## config.mk

```make
export PLATFORM = sky130hd
export DESIGN_NAME = cpu_prefetch_unit
export DESIGN_NICKNAME = d
export VERILOG_FILES = /design/src/rtl/cpu_prefetch_unit.sv
export SDC_FILE = /design/constraint.sdc
export NUM_CORES = 1
export LEC_CHECK = 0
export BUFFER_PORTS_ARGS = -buffer_cell sky130_fd_sc_hd__buf_2
export CORE_MARGIN = 2
export CORE_UTILIZATION = 55
export CTS_BUF_LIST = sky130_fd_sc_hd__clkbuf_4 sky130_fd_sc_hd__clkbuf_8 sky130_fd_sc_hd__clkbuf_16
export CTS_CLUSTER_SIZE = 10
export DETAILED_ROUTE_END_ITERATION = 12
export PLACE_DENSITY = 0.79
export RECOVER_POWER = 50
export SYNTH_ARGS = -nofsm -noshare
export SYNTH_HDL_FRONTEND = slang
export SYNTH_SLANG_ARGS = --single-unit
export TNS_END_PERCENT = 5
```

## constraint.sdc

```tcl
create_clock -name clk -period 4.9 [get_ports clk]
set_input_delay 0.245 -clock clk [delete_from_list [all_inputs] [get_ports clk]]
set_output_delay 0.245 -clock clk [all_outputs]
set_load 0.05 [all_outputs]
```

## src/rtl/cpu_prefetch_unit.sv

```systemverilog
// cpu_prefetch_unit: instruction fetch/prefetch queue feeding the decoder, with flush and ARM/Thumb width.
// Optional per-entry prefetch-abort tracking is enabled by defining CPU_PREFETCH_ABORT_EN.
module cpu_prefetch_unit #(
    parameter int unsigned QUEUE_DEPTH  = 2,
    parameter logic [31:0] RESET_VECTOR = 32'h0000_0000
) (
    input  logic        clk,
    input  logic        rst_n,
    output logic        bus_req,
    output logic [31:0] bus_addr,
    output logic        bus_word,
    input  logic        bus_ack,
    input  logic [31:0] bus_rdata,
    input  logic        bus_abort,
    input  logic        thumb,
    input  logic        flush,
    input  logic [31:0] flush_addr,
    input  logic        pipeline_advance,
    output logic [31:0] ir,
    output logic        ir_valid,
    output logic [31:0] ir_pc,
    output logic [31:0] ir_r15,
    output logic        ir_abort
);
    localparam int unsigned PTR_W = (QUEUE_DEPTH > 1) ? $clog2(QUEUE_DEPTH) : 1;
    localparam int unsigned CNT_W = PTR_W + 1;

    typedef enum logic [1:0] {S_IDLE, S_REQ, S_DISCARD} state_t;

    state_t           r_state;
    logic [31:0]      r_fetch_pc;
    logic             r_req_thumb;
    logic [PTR_W-1:0] r_rd_ptr;
    logic [PTR_W-1:0] r_wr_ptr;
    logic [CNT_W-1:0] r_count;
    logic [31:0]      r_q_data  [QUEUE_DEPTH];
    logic [31:0]      r_q_pc    [QUEUE_DEPTH];
    logic             r_q_thumb [QUEUE_DEPTH];

    logic             w_ack;
    logic             w_push;
    logic             w_pop;
    logic             w_abort;
    logic             w_halted;
    logic             w_space_after;
    logic [CNT_W-1:0] w_count_after;
    logic [31:0]      w_flush_pc;
    logic [31:0]      w_next_pc;
    logic [31:0]      w_rdata_sel;

    // An ack only counts against a live request, so a late ack after reset is ignored.
    assign w_ack         = bus_req & bus_ack;
    assign w_push        = (r_state == S_REQ) & w_ack & ~flush;
    assign w_pop         = pipeline_advance & ir_valid & ~flush;
    assign w_count_after = r_count + CNT_W'(w_push) - CNT_W'(w_pop);
    assign w_space_after = w_count_after < CNT_W'(QUEUE_DEPTH);
    assign w_flush_pc    = thumb ? {flush_addr[31:1], 1'b0} : {flush_addr[31:2], 2'b00};
    assign w_next_pc     = r_fetch_pc + (r_req_thumb ? 32'd2 : 32'd4);
    assign w_rdata_sel   = !r_req_thumb ? bus_rdata :
                           bus_addr[1]  ? {16'h0000, bus_rdata[31:16]} : {16'h0000, bus_rdata[15:0]};

`ifdef CPU_PREFETCH_ABORT_EN
    logic r_halted;
    logic r_q_abort [QUEUE_DEPTH];

    assign w_abort  = bus_abort;
    assign w_halted = r_halted;
    assign ir_abort = r_q_abort[r_rd_ptr];

    // Abort flag per entry; an aborted fetch stops further requests until a flush.
    always_ff @(posedge clk or negedge rst_n) begin
        if (!rst_n) begin
            r_halted <= 1'b0;
            for (int i = 0; i < int'(QUEUE_DEPTH); i++) r_q_abort[i] <= 1'b0;
        end else begin
            if (flush) r_halted <= 1'b0;
            else if (w_push && bus_abort) r_halted <= 1'b1;
            if (w_push) r_q_abort[r_wr_ptr] <= bus_abort;
        end
    end
`else
    logic w_unused_abort;
    assign w_unused_abort = bus_abort;
    assign w_abort        = 1'b0;
    assign w_halted       = 1'b0;
    assign ir_abort       = 1'b0;
`endif

    // Fetch FSM: one outstanding request, non-cancellable, flush has priority.
    always_ff @(posedge clk or negedge rst_n) begin
        if (!rst_n) begin
            r_state     <= S_IDLE;
            r_fetch_pc  <= RESET_VECTOR;
            r_req_thumb <= 1'b0;
            bus_req     <= 1'b0;
            bus_addr    <= RESET_VECTOR;
            bus_word    <= 1'b1;
        end else if (flush) begin
            r_fetch_pc <= w_flush_pc;
            if (r_state != S_IDLE && !w_ack) begin
                r_state <= S_DISCARD;
            end else begin
                r_state     <= S_REQ;
                r_req_thumb <= thumb;
                bus_req     <= 1'b1;
                bus_addr    <= w_flush_pc;
                bus_word    <= ~thumb;
            end
        end else begin
            case (r_state)
                S_IDLE: begin
                    if (r_count < CNT_W'(QUEUE_DEPTH) && !w_halted) begin
                        r_state     <= S_REQ;
                        r_req_thumb <= thumb;
                        bus_req     <= 1'b1;
                        bus_addr    <= r_fetch_pc;
                        bus_word    <= ~thumb;
                    end
                end
                S_REQ: begin
                    if (w_ack) begin
                        r_fetch_pc <= w_next_pc;
                        if (w_space_after && !w_abort) begin
                            r_req_thumb <= thumb;
                            bus_addr    <= w_next_pc;
                            bus_word    <= ~thumb;
                        end else begin
                            r_state <= S_IDLE;
                            bus_req <= 1'b0;
                        end
                    end
                end
                S_DISCARD: begin
                    if (w_ack) begin
                        r_state     <= S_REQ;
                        r_req_thumb <= thumb;
                        bus_addr    <= r_fetch_pc;
                        bus_word    <= ~thumb;
                    end
                end
                default: begin
                    r_state <= S_IDLE;
                    bus_req <= 1'b0;
                end
            endcase
        end
    end

    // Prefetch FIFO storage and pointers.
    always_ff @(posedge clk or negedge rst_n) begin
        if (!rst_n) begin
            r_rd_ptr <= '0;
            r_wr_ptr <= '0;
            r_count  <= '0;
            for (int i = 0; i < int'(QUEUE_DEPTH); i++) begin
                r_q_data[i]  <= 32'h0;
                r_q_pc[i]    <= 32'h0;
                r_q_thumb[i] <= 1'b0;
            end
        end else if (flush) begin
            r_rd_ptr <= '0;
            r_wr_ptr <= '0;
            r_count  <= '0;
        end else begin
            if (w_push) begin
                r_q_data[r_wr_ptr]  <= w_rdata_sel;
                r_q_pc[r_wr_ptr]    <= r_fetch_pc;
                r_q_thumb[r_wr_ptr] <= r_req_thumb;
                r_wr_ptr            <= r_wr_ptr + PTR_W'(1);
            end
            if (w_pop) r_rd_ptr <= r_rd_ptr + PTR_W'(1);
            r_count <= w_count_after;
        end
    end

    assign ir       = r_q_data[r_rd_ptr];
    assign ir_pc    = r_q_pc[r_rd_ptr];
    assign ir_r15   = ir_pc + (r_q_thumb[r_rd_ptr] ? 32'd4 : 32'd8);
    assign ir_valid = (r_count != '0);

endmodule

```

* Word level (Yosys, flattened, before mapping)
Cells that the tools add are included.
** Word-level totals
- Bits in registers :: 203
- RAM bits :: 0
- Latch bits :: 0
- Memories :: 0
- Memory bits (read-only) :: 0
- Output and inout bits :: 132
** Cells by class
- Muxes and demuxes :: 63
- Order comparisons :: 5
- Div/mod/pow operators :: 0
- $mul :: 0
- Add/subtract/negate cells :: 6
- Bitwise operators :: 9
- Eq/ne operators :: 9
- Reductions and logical operators :: 16
- Shift operators :: 0
** Operators with widths (count)
- two-way mux 32 bit :: 17
- bitwise mux 64 bit :: 2
- case mux 32 bit (3 select lines) :: 1
- adder 32 x 3 -> 32 bit :: 1
- adder 32 x 4 -> 32 bit :: 1
- demux 32 bit (select 1 bit) :: 1
- two-way mux 1 bit :: 25
- two-way mux 16 bit :: 1
- two-way mux 2 bit :: 8
- inequality test 3 bit (second input constant) :: 5
- nonzero test 2 bit :: 6
- case mux 1 bit (3 select lines) :: 3
- case mux 2 bit (3 select lines) :: 1
- AND reduction 6 bit :: 1
- AND 1 bit :: 5
- AND reduction 5 bit :: 1
- greater-or-equal comparator 2 bit (second input constant) :: 2
- less-than comparator 2 bit (second input constant) :: 2
- two-way mux 4 bit :: 1
- inequality test 2 bit (second input constant) :: 2
- inverter 1 -> 2 bit :: 2
- AND reduction 2 bit :: 2
- AND reduction 4 bit :: 1
- nonzero test 4 bit :: 1
- other kinds (13) :: 16

* Depth between registers and ports, before layout
Gate-level depths: netlist of run 1.
- Word-level depth :: 10
- Gate-level depth with buffers :: 14
- Gate-level depth less buffers :: 11

* Least setup slack after synthesis of run 1
Ideal clock, no wire load.
- Path type :: register to output
- From :: reg r_rd_ptr
- To :: out ir_r15[31]
- Buffers on the path :: 5
- Arrival time :: 4.543 ns
- Stages on the path, launching flop included :: 13
- Setup slack :: 0.112 ns
- Cells stage by stage :: dfrtp_1 buf_2 buf_2 buf_2 clkbuf_1 buf_1 mux2_2 ha_1 a21oi_1 a211oi_1 nand3_1 nor4_1 xor2_1
** RTL lines
- start: declaration :: line 33 : logic [PTR_W-1:0] r_rd_ptr;
- start signal: assignment :: line 171 : if (w_pop) r_rd_ptr <= r_rd_ptr + PTR_W'(1);
- inverter 1 -> 2 bit (implied by the code) :: line 177 : assign ir_pc = r_q_pc[r_rd_ptr];
- two-way mux 32 bit (implied by the code) (3 in series) :: line 177
- named net ir_pc[3] :: line 21 : output logic [31:0] ir_pc,
- adder 32 x 4 -> 32 bit :: line 178 : assign ir_r15 = ir_pc + (r_q_thumb[r_rd_ptr] ? 32'd4 : 32'd8);
- end: declaration :: line 22 : output logic [31:0] ir_r15,
The timed path passes the listed nets, and every way through them passes these cells. The select of a mux whose other input is x is not followed.

* Worst setup path in the final report of run 1
- From :: reg r_state[0]
- To :: reg bus_addr[22]
** Between the ends
- Longest elaborated chain between the ends :: 8
** Ends and longest elaborated chain
- start: declaration :: line 30 : state_t r_state;
- start signal: assignment :: line 92 : r_state <= S_IDLE;
- start signal: assignment :: line 101 : r_state <= S_DISCARD;
- start signal: assignment :: line 103 : r_state <= S_REQ;
- equality test 2 x 1 -> 1 bit :: line 53, 110
- AND 1 bit (2 in series) :: line 53 : assign w_push = (r_state == S_REQ) & w_ack & ~flush;
- adder 2 x 1 -> 2 bit :: line 55 : assign w_count_after = r_count + CNT_W'(w_push) - CNT_W'(w_pop);
- subtractor 2 x 1 -> 2 bit :: line 55
- less-than comparator 2 bit :: line 56 : assign w_space_after = w_count_after < CNT_W'(QUEUE_DEPTH);
- inequality test 3 bit (no line)
- AND reduction 6 bit (no line)
- end signal: assignment :: line 106 : bus_addr <= w_flush_pc;
- end signal: assignment :: line 116 : bus_addr <= r_fetch_pc;
- end signal: assignment :: line 125 : bus_addr <= w_next_pc;
- end: declaration :: line 10 : output logic [31:0] bus_addr,
Parallel ways exist; a longest one is shown, timed or not.
A chain may end at the register's enable or synchronous reset.

==> results of run 1 <==
-- sequential cells by signal (all words and copies together) (netlist names), 2 cells and up --
name / count
bus_addr: 32
r_q_pc: 62
r_state: 2
r_count: 2
r_q_data: 64
r_q_thumb: 2
r_fetch_pc: 31
-- stage by stage --
step	util	power, mW
2_1_floorplan	-	6.415
3_3_place_gp	0.6108	7.417
3_5_place_dp	0.6108	7.519
4_1_cts	0.6422	8.956
5_1_grt	0.6386	9.369
6_report	0.6386	8.880
-- metal layers --
layer / share of wire / up-vias
met5: 0 / -
met4: 0.019 / 0
met3: 0.082 / 46
met2: 0.46 / 424
met1: 0.44 / 4399
li1: - / 4303
-- cell families after synthesis --
family | synth area share
and+or+nand+nor | 0.2072
DFF | 0.4657
AOI/OAI and AO/OA | 0.1059
buffers and inverters | 0.04434
muxes | 0.1056
xor gates and xnor gates | 0.06029
adders and majority gates | 0.01071
other | 0.0003488
-- worst min path at each step --
| stage | start | to | slack (ns) | cells after the start |
|---|---|---|---|---|
| CTS | flush_addr[27] | r_fetch_pc[27]$_DFFE_PN0P_ | 0.03 | 2 |
| global route | flush_addr[25] | r_fetch_pc[25]$_DFFE_PN0P_ | 0.03 | 2 |
| detailed placement | rst_n | r_q_data[20]$_DFFE_PN0P_ | 0.28 | 1 |
| finish | flush_addr[27] | r_fetch_pc[27]$_DFFE_PN0P_ | 0.03 | 2 |
| global placement | rst_n | r_q_data[52]$_DFFE_PN0P_ | 0.27 | 1 |
| floorplan | rst_n | bus_addr[0]$_DFFE_PN0P_ | -0.05 | 0 |
-- synth_stat cells (all sizes together) (3+ instances only) --
library cell    n  share of area
a211oi          4         0.0028
a21boi         10         0.0070
a21o            5         0.0035
a21oi          17         0.0079
a31oi          13         0.0076
a32o            3         0.0028
and2            7         0.0041
and3            3         0.0017
and4            5         0.0041
buf            29          0.014
clkbuf         66          0.023
dfrtp         199           0.46
ha              6         0.0070
inv            21         0.0073
mux2           75          0.079
mux2i          29          0.027
nand2         294           0.10
nand2b         10         0.0058
nand3          32          0.015
nand4          23          0.013
nand4b          4         0.0047
nor2           29          0.010
nor2b           7         0.0041
nor3           26          0.012
nor4           23          0.015
o21ai         101          0.047
o221a           9         0.0094
o2bb2ai         4         0.0033
o31a            3         0.0024
o31ai           4         0.0028
or3            13         0.0076
xnor2          36          0.029
xor2           38          0.031
-- power groups by stage --
stage | clock (mW) | combinational [mW] | sequential [mW]
5_1_grt | 1.51 | 5.01 | 2.85
6_report | 1.42 | 4.69 | 2.77
3_5_place_dp | 0 | 4.74 | 2.78
2_1_floorplan | 0 | 3.34 | 3.08
3_3_place_gp | 0 | 4.67 | 2.74
4_1_cts | 1.44 | 4.76 | 2.75
-- layout make-up --
type                       instances  share of cell area
clock buffer                      18             0.03506
clock inverter                    14             0.01256
inverter                          21            0.006384
multi-input combinational        860              0.4279
sequential                       200              0.4057
tap                              265             0.02685
timing repair buffer             212             0.08552
==> run summary, run 1 <==
CP startpoint: r_state[0]$_DFFE_PN0P_
Rel. slew slack: -0.2692
Register-to-register path setup slack: 0.95 ns
CTS root buf: clkbuf_16
Clock-pin slew on the worst setup and hold paths: 0.08 ns
Peak VDD IR: 0.3727 mV
Multi-input gate area: 0.005284 mm2
Startpoint Class: flop
Chip Height: 143.8 um
Sw Ratio: 0.5235
DIE WIDTH: 143.8 um
Post-Syn Instances: 1174
Reg2reg start: r_state[0]$_DFFE_PN0P_
Synth Warn #: 0
Max-Cap Viols: 1
Cells traversed along the worst timing path: nand4b_4 -> nor2_1 -> inv_1 -> ha_1 -> inv_1 -> ha_1 -> xor2_1 -> a21boi_0 -> o21ai_1 -> nand3_1 -> o221a_2
Clk sinks: 200
First-pass DRT Iterations: 6
Worst r2r dst: bus_addr[22]$_DFFE_PN0P_
Met1 usage: 0.3701
Crit path largest cell delay: 0.56 ns
Syn_area_per_cell: 9.157 um2
WP depth: 11
Worst setup EP type: flop
Worst setup endpoint: bus_addr[22]$_DFFE_PN0P_
Via count: 9172
Total grt overflow: 0
CTS tree: done
Core Region: 0.01933 mm2
Worst r2r path cells: 11
FMAX: 0.2530 GHz
Post-synth EDFFs: 0
Post-Place Setup Slack: 0.9728 ns
PD cells: 719.1 mW/mm2
Psw: 4.649 mW
GR peak layer: met2
Port buffer count: 197
CP required: 5.23 ns
Fillcell total: 1665
Met3 GRT Util: 0.05731
Most frequent cells in the layout: nand2_1, dfrtp_1, buf_2, o21ai_0, mux2_2
Cell Rows: 51
GP Congestion: 0.9038
FF/Latch Area: 0.005010 mm2
DP Area: 0.01181 mm2
GR Util met2: 0.4366
Fin cells: 1590
Sequential share of power: 0.312
Hold_ws: 0.02847 ns
Int Power: 4.231 mW
Distinct cells, synth: 58
Max stage delay cell, worst path: o21ai_1
Starting Density: 0.5560
Comb pwr share: 0.528
Resized cells post-CTS: 0
Final ANT Viol Nets: 0
IO Pins: 203
Crit Path Max Fanout: 17
# setup viols final: 0
Nets: 1391
Post-Route WL: 28310 um
Unrepaired setup endpoints after global routing: false
Worst Skew: 0.01602 ns
Min setup slack post-route: 0.9474 ns
Worst-Margin Slew: 1.904 ns
Crit path time final: 3.953 ns
Routed wire per std cell: 17.80 um
Final hold vios: 0
Fin crit share: 0.8067
Layout cells sized above 1: 0.2136
Clk_lat worst skew: 0.45 ns
Failing checks: capacitance limit, slew limit
TNS Setup: 0 ns
P_leak: 5.819 nW
Seq/Total Area, Yosys: 0.4657
Cts bufs inserted: 17
Avg Vias per Cell: 5.769
Post-Place Cells: 1556
Critical path's top delay family: simple AND/OR/NAND/NOR gates
Post-Syn Area: 0.01075 mm2
DP HPWL: 19310 um
GRT Util Overall: 0.2718
Largest net degree at the start of global routing: 135
Drt initial violations: 804
Status: complete, but fails checks
Post-synth ARST share: 1.000
Final instance area: 0.01235 mm2
Drt drc: 0
Vias in the first global route: 8661
Setup Buffers After CTS: 0
First-pass GRT wire length: 44280 um
Initial antenna violation count: 0
Crit Path Class: flop to flop
Most common cell after layout, fill and taps aside: nand2_1
DIE AREA: 0.02068 mm2
Max-slew violations: 102
Yosys reg bits: 200
Ant diodes: 0
Power share of the clock group: 0.160
Dominant synthesized flop cell: dfrtp_1
P&R area growth vs syn: 14.86%
CTS Hold Buffers Added: 2
Crit path buf inv count: 2
Worst hold path class: input port to flop
CTS H-Tree Depth: 4
CP Data Arrival Time: 4.29 ns
Clk buf depth: 2
Power figures use the tool's default switching activity.
==> run 2, diff against run 1 <==
Clock period 4.9 ns to 4.1 ns, I/O delays scaled along.
==> run 2 against run 1 <==
  * The run still ends with capacitance limit, slew limit left
  * First-iteration DRC count up 3.0%
  * Global-route usage up 0.28 points
  * Worst hold slack worse by 0.023 ns
  * Count of clock-buffer cells in the layout down 1
  * Clock power up 18%
  * Routed wire length up 0.40%
  * Power up 20%
  * Critical path depth down 1
  * Critical path type is now flop to primary output
==> run summary, run 2 (synthesis results as in run 1) <==
Reg2reg start: r_state[0]$_DFFE_PN0P_
PD cells: 851.9 mW/mm2
DIE WIDTH: 143.8 um
Drt drc: 0
DIE AREA: 0.02068 mm2
GR Util met2: 0.4308
Worst hold path class: input port to flop
IO Pins: 203
Cell Rows: 51
Worst Skew: 0.01570 ns
# setup viols final: 0
CP Data Arrival Time: 3.57 ns
Layout cells sized above 1: 0.2327
Register-to-register path setup slack: 0.86 ns
Top Registers: r_q_data: 64 flops, r_q_pc: 62 flops, bus_addr: 32 flops
Met3 GRT Util: 0.05565
GP Congestion: 0.9271
Hold_ws: 0.005893 ns
First-pass DRT Iterations: 5
Worst setup EP type: primary output
Nets: 1407
FMAX: 0.2650 GHz
Final ANT Viol Nets: 0
Max reg flops: 64
CTS tree: done
Startpoint Class: flop
Worst r2r path cells: 12
Max-slew violations: 216
Largest net degree at the start of global routing: 130
Peak VDD IR: 0.5598 mV
Most common cell after layout, fill and taps aside: nand2_1
CP startpoint: r_rd_ptr$_DFFE_PN0P_
Crit Path Max Fanout: 11
CTS root buf: clkbuf_16
Pwr Total: 10.69 mW
Final instance area: 0.01255 mm2
Status: complete, but fails checks
Worst r2r dst: bus_addr[29]$_DFFE_PN0P_
Vias in the first global route: 8675
Clk sinks: 200
GRT Util Overall: 0.2746
Rel. slew slack: -0.1383
TNS Setup: 0 ns
First-pass GRT wire length: 44620 um
Clock-pin slew on the worst setup and hold paths: 0.08 ns
Core Util, Final: 0.6493
Post-Place Cells: 1568
Setup Buffers After CTS: 0
Max-Cap Viols: 4
Min setup slack post-route: 0.3270 ns
Ant diodes: 0
Fin crit share: 0.9202
Met1 usage: 0.3859
Unrepaired setup endpoints after global routing: false
Worst setup endpoint: ir_r15[26]
P_leak: 5.897 nW
Chip Height: 143.8 um
Fillcell total: 1649
DP HPWL: 19580 um
Avg Vias per Cell: 5.735
Crit path time final: 3.773 ns
Failing checks: capacitance limit, slew limit
Via count: 9210
Most frequent cells in the layout: nand2_1, dfrtp_1, buf_2, o21ai_0, mux2_2
Clk_lat worst skew: 0.45 ns
Cts bufs inserted: 17
Total grt overflow: 0
Core Region: 0.01933 mm2
DP Area: 0.01198 mm2
Largest Register: r_q_data
Fin cells: 1606
CTS H-Tree Depth: 4
Worst-Margin Slew: 1.707 ns
Port buffer count: 197
Routed wire per std cell: 17.70 um
Crit Path Class: flop to primary output
P&R area growth vs syn: 16.77%
Post-Route WL: 28420 um
Drt initial violations: 828
Initial antenna violation count: 0
Starting Density: 0.5560
Clk buf depth: 2
Post-Place Setup Slack: 0.6927 ns
GR peak layer: met2
CP required: 3.89 ns
Final hold vios: 0
-- run 2: worst min-delay path by stage --
stage                         from                         end  depth (start not counted)
global route        flush_addr[23]  r_fetch_pc[23]$_DFFE_PN0P_                          2
finish              flush_addr[25]  r_fetch_pc[25]$_DFFE_PN0P_                          2
global placement             thumb        bus_word$_DFFE_PN1P_                          2
CTS                  flush_addr[8]   r_fetch_pc[8]$_DFFE_PN0P_                          2
detailed placement           thumb        bus_word$_DFFE_PN1P_                          2
floorplan                    rst_n     bus_addr[0]$_DFFE_PN0P_                          0
-- run 2: repair_timing --
item	in CTS	in global routing
hold buffers	6	0
gates resized for setup	0	1
setup endpoints to repair	0	1
hold endpoints to repair	71	0
-- run 2: cell type report --
type	count	area, um2	share of cell area
repair buffers	228	1176	0.09369
clock buffers	17	425.4	0.03389
inverters	21	78.83	0.006279
flip-flops and latches	200	5010	0.3991
well taps	265	331.6	0.02641
clock inverters	15	172.7	0.01375
multi-input cells	860	5359	0.4269
-- run 2: power breakdown --
part	internal (mW)	switching (mW)	total [mW]	leakage (nW)
registers	2.74	0.572	3.31	2.49
logic	1.50	4.20	5.70	3.11
clock network	0.825	0.858	1.68	0.289
total	5.07	5.63	10.7	5.90
-- run 2: worst max-delay path, stage by stage (launching register included) --
cell and delay, ns:
dfrtp_4 0.57, mux2i_1 0.21, inv_1 0.09, ha_1 0.19, fa_1 0.24, inv_1 0.05
a211oi_1 0.37, nand3_1 0.39, a2111oi_1 0.54, xnor2_1 0.18, buf_2 0.29
-- run 2: layer usage --
layer,share of wire,up-vias
met2,0.46,411
met1,0.44,4425
met4,0.019,0
li1,-,4319
met5,0,-
met3,0.078,55
